## src/rtl/prod_to_bcd_pkg.sv

```systemverilog
// Shared types and constants for the binary-to-BCD converter.
// Helper functions size the counter and check digit capacity.
package prod_to_bcd_pkg;

  typedef enum logic {
    IDLE,
    SHIFT
  } state_t;

  localparam int IN_W_DEF   = 16;
  localparam int DIGITS_DEF = 5;
  localparam int CNT_W_DEF  = $clog2(IN_W_DEF + 1);

  localparam logic [7:0] ASCII_ZERO  = 8'h30;
  localparam logic [7:0] ASCII_SPACE = 8'h20;

  function automatic int cnt_w(input int in_w);
    return $clog2(in_w + 1);
  endfunction

  // True when DIGITS decimal digits can hold 2^in_w - 1.
  function automatic bit digits_fit(
    input int in_w,
    input int digits
  );
    longint unsigned p;
    longint unsigned mx;
    p  = 1;
    mx = (64'd1 << in_w) - 64'd1;
    for (int i = 0; i < digits; i++) begin
      p = p * 10;
    end
    return p > mx;
  endfunction

endpackage

```

## src/rtl/prod_to_bcd_add3.sv

```systemverilog
// Double-dabble digit adjust: add 3 to any digit of 5 or more.
// The input is always <= 9, so the 4-bit sum cannot overflow.
module bcd_add3 (
  input  logic [3:0] d,
  output logic [3:0] q
);

  always_comb begin
    q = d;
    if (d >= 4'd5) begin
      q = d + 4'd3;
    end
  end

endmodule

```

## src/rtl/prod_to_bcd.sv

```systemverilog
// Sequential shift-add-3 binary to packed BCD converter.
// Optional ascii output enabled by macro PROD2BCD_ASCII_EN.
module prod_to_bcd
  import prod_to_bcd_pkg::*;
#(
  parameter int IN_W   = IN_W_DEF,
  parameter int DIGITS = DIGITS_DEF
) (
  input  logic                clk,
  input  logic                reset,
  input  logic                start,
  input  logic [IN_W-1:0]     bin,
  output logic                busy,
  output logic                done,
  output logic [4*DIGITS-1:0] bcd
`ifdef PROD2BCD_ASCII_EN
  ,
  output logic [8*DIGITS-1:0] ascii
`endif
);

  localparam int CNT_W = cnt_w(IN_W);
  localparam int BW    = 4 * DIGITS;

  if (!digits_fit(IN_W, DIGITS)) begin : g_bad_digits
    $error("prod_to_bcd: DIGITS too small for IN_W");
  end

  state_t           state;
  logic [IN_W-1:0]  shreg;
  logic [BW-1:0]    scratch;
  logic [CNT_W-1:0] cnt;

  logic [BW-1:0]    adj;
  logic [BW-1:0]    shifted;

  for (genvar i = 0; i < DIGITS; i++) begin : g_adj
    bcd_add3 u_add3 (
      .d (scratch[4*i +: 4]),
      .q (adj[4*i +: 4])
    );
  end

  assign shifted = (adj << 1)
                 | {{(BW-1){1'b0}}, shreg[IN_W-1]};

`ifdef PROD2BCD_ASCII_EN
  localparam logic [8*DIGITS-1:0] ASCII_RST =
    {{(DIGITS-1){ASCII_SPACE}}, ASCII_ZERO};

  logic [8*DIGITS-1:0] ascii_nx;
  logic                lead;
  logic [3:0]          dg;

  // Blank leading zeros; digit 0 is always shown.
  always_comb begin
    ascii_nx = '0;
    lead     = 1'b1;
    dg       = '0;
    for (int i = DIGITS - 1; i >= 0; i--) begin
      dg = shifted[4*i +: 4];
      if (i != 0 && lead && dg == 4'd0) begin
        ascii_nx[8*i +: 8] = ASCII_SPACE;
      end else begin
        ascii_nx[8*i +: 8] = ASCII_ZERO + {4'd0, dg};
        lead = 1'b0;
      end
    end
  end

  always_ff @(posedge clk or posedge reset) begin
    if (reset) begin
      ascii <= ASCII_RST;
    end else if (state == SHIFT && cnt == CNT_W'(1)) begin
      ascii <= ascii_nx;
    end
  end
`endif

  always_ff @(posedge clk or posedge reset) begin
    if (reset) begin
      state   <= IDLE;
      busy    <= 1'b0;
      done    <= 1'b0;
      bcd     <= '0;
      shreg   <= '0;
      scratch <= '0;
      cnt     <= '0;
    end else begin
      done <= 1'b0;
      unique case (state)
        IDLE: begin
          if (start) begin
            shreg   <= bin;
            scratch <= '0;
            cnt     <= CNT_W'(IN_W);
            busy    <= 1'b1;
            state   <= SHIFT;
          end
        end
        SHIFT: begin
          scratch <= shifted;
          shreg   <= shreg << 1;
          cnt     <= cnt - CNT_W'(1);
          if (cnt == CNT_W'(1)) begin
            bcd   <= shifted;
            done  <= 1'b1;
            busy  <= 1'b0;
            state <= IDLE;
          end
        end
        default: state <= IDLE;
      endcase
    end
  end

endmodule

```

## config.mk

```make
export PLATFORM = sky130hd
export DESIGN_NAME = prod_to_bcd
export DESIGN_NICKNAME = d
export VERILOG_FILES = /design/src/rtl/prod_to_bcd_pkg.sv /design/src/rtl/prod_to_bcd_add3.sv /design/src/rtl/prod_to_bcd.sv
export SDC_FILE = /design/constraint.sdc
export NUM_CORES = 1
export LEC_CHECK = 0
export CAP_MARGIN = 5
export CELL_PAD_IN_SITES_DETAIL_PLACEMENT = 1
export CELL_PAD_IN_SITES_GLOBAL_PLACEMENT = 1
export CORE_AREA = 3 3 83 101
export DETAILED_ROUTE_END_ITERATION = 10
export DIE_AREA = 0 0 86 104
export GPL_TIMING_DRIVEN = 0
export PLACE_DENSITY_LB_ADDON = 0.05
export SYNTH_ARGS = -nofsm -noshare
export SYNTH_HDL_FRONTEND = slang
export SYNTH_HIERARCHICAL = 1
export SYNTH_SLANG_ARGS = --single-unit
```

## constraint.sdc

```tcl
create_clock -name clk -period 2.64 [get_ports clk]
set_input_delay 0.792 -clock clk [delete_from_list [all_inputs] [get_ports clk]]
set_output_delay 0.792 -clock clk [all_outputs]
set_load 0.02 [all_outputs]
```

==> results.md <==
- Status: complete, no violations
- Maximum clock path buffer count: 2
- Number of gates resized after cts: 0
- Full die area: 8940 um2
- GR peak layer: met2
- Maxcap violations: 0
- Residual DRC: 0
- Mean Syn Cell Area: approximately 10 um2
- DPL Wire Length: 4760 um
- Crit path from: bcd[7]
- Vias/cell: between 5 and 6
- Routed vias: 2322
- Avg WL per Cell: 15.2 um
- NetSw: 1.87 mW
- Final Hold Fails: 0
- Internal power: 2.91 mW
- Synthesized area: between 3000 and 4000 um2
- Worst-Skew Late Latency: roughly 330 ps
- Most common cell after layout, fill and taps aside: nand2_1
- Flop pwr share: 0.367
- Crit path buffers/inverters: 1
- Slew HR: 0.464
- RSZ-0062 raised after global routing: false
- Clock Pin Slew Worst Setup and Hold Paths: 80 ps
- Mapped Nets: about 340
- CTS root buffer: clkbuf_8
- Final hold slack: roughly 480 ps
- Port buffer count: 39
- Vias in the first global route: 2453
- Setup violators final: 0
- Total grt overflow: 0
- R2r startpoint: scratch[12]
- Worst Reg2Reg Path Length in Cells: 6
- Gpl congestion: 0.770
- Worst path depth: 1
- Hold Crit Class: reg -> reg
- Site row count: 35
- Postcts setup bufs: 0
- Slowest-stage cell, CP: clkdlybuf4s50_1
- Final nets: ~400
- R2R setup slack: between 1000 and 1500 ps
- Pre-antenna DRT Iters: 4
- Critical Path End: bcd[7]
- CTS tree: yes
- Maximum VDD drop: 530 uV
- # clock sinks: 64
- Detailed Route WL: between 6000 and 7000 um
- Pre-CTS setup slack: 716 ps
- CTS Hold Bufs: 0
- Multi-input gate area: between 1000 and 1500 um2
- Chip height: 104 um
- DR iter-0 viols: 85
- Switching part of the total power: 0.390
- Core area: between 7000 and 8000 um2
- Starting Density: 0.422
- Number of H-tree levels: 3
- First-pass GRT wire length: ~12000 um
- Placed cell count: 439
- Final ANT Viol Nets: 0
- FF-to-FF End: scratch[14]
- Post-Synthesis Cells: 308
- N_diodes: 0
- PwrDens: 1230 nW/um2
- Commonest non-fill, non-tap cells in the layout: 75 x nand2_1, 64 x dfrtp_1, 41 x o21ai_0
- Largest net degree at the start of global routing: between 60 and 70
- Setup crit start kind: flip-flop
- CP top delay family: buffers and inverters
- Final slew viol count: 0
- Max Fanout on Critical Path: 2
- Final worst path period share: 0.800
- Combinational share of power: 0.468
- Area grow syn2layout: 21.7%
- Filler cells: 861
- Design area: 3890 um2
- Setup crit end kind: output port
- IO Pins: 41
- Num CTS Buffers: 9
- Initial antenna violation count: 0
- Share of layout cells above drive strength 1: 0.140
- Overall Global Routing Usage: 0.167
- Minimum clock period: between 2000 and 2500 ps
- Setup WS post-layout: roughly 530 ps
- Setup TNS: 0 ps
- Clock power frac: 0.165
- Fin cells: 455
- Max frequency: 474 MHz
- Met3 Usage GRT: 0.0285
- Die W: 86 um
- Delay of the slowest critical-path stage: between 600 and 700 ps
- PnR Total Power: roughly 4.8 mW
- Worst Path Arrival: 1320 ps
- Placed Area: about 3700 um2
- Global-route met2 utilization: 0.270
- Setup CP Type: reg -> out
- Sequential Area: 1600 um2
- Crit-path cells: clkdlybuf4s50_1
- Worst Tran Pin Value: 804 ps
- Critical Path RT: 1850 ps
- Clk_skew: 11.2 ps
- Final core utilization: 0.513
- Grt met1 use: 0.223
- P_leak: 1.81 nW
- Yosys warns: 6
==> final cells by class <==
| type | count | area share |
|---|---|---|
| Sequential cell | 64 | 0.412 |
| Clock inverter | 3 | 0.00386 |
| Multi-Input combinational cell | 215 | 0.369 |
| Clock buffer | 13 | 0.0435 |
| Buffer | 15 | 0.0270 |
| Timing Repair Buffer | 39 | 0.100 |
| Inverter | 14 | 0.0142 |
| Tap cell | 92 | 0.0296 |
==> worst min-delay path, stage by stage (launching register included) <==
cell and delay [ps]:
dfrtp_1 350, nand2_1 50, o21ai_0 60
==> how the worst min path moves through the flow <==
stage               slack [ps]  cells after the start  endpoint     start
finish                     480                      2  shreg[3]  shreg[2]
global route               520                      2  shreg[7]  shreg[6]
CTS                        490                      2  shreg[7]  shreg[6]
detailed placement         460                      2  shreg[7]  shreg[6]
global placement           460                      2  shreg[8]  shreg[7]
floorplan                  450                      2  shreg[1]  shreg[0]
==> power groups by stage <==
stage               Clock (mW)  Combinational, mW  Sequential (mW)
floorplan                    0               1.42             1.87
global placement             0               2.18             1.75
detailed placement           0               2.28             1.77
CTS                      0.808               2.29             1.76
global route             0.848               2.54             1.83
finish                   0.788               2.24             1.75
==> registers in the layout (all words and copies together), names as in the netlist <==
register	flops
bcd	20
shreg	16
done	1
scratch	20
cnt	5
state	1
busy	1
==> layer usage <==
metal  up-vias  share of wire
met5         -              0
met4         0          0.016
met3        10          0.027
met2        34           0.50
met1      1163           0.46
li1       1115              -
Power figures use the tool's default switching activity.
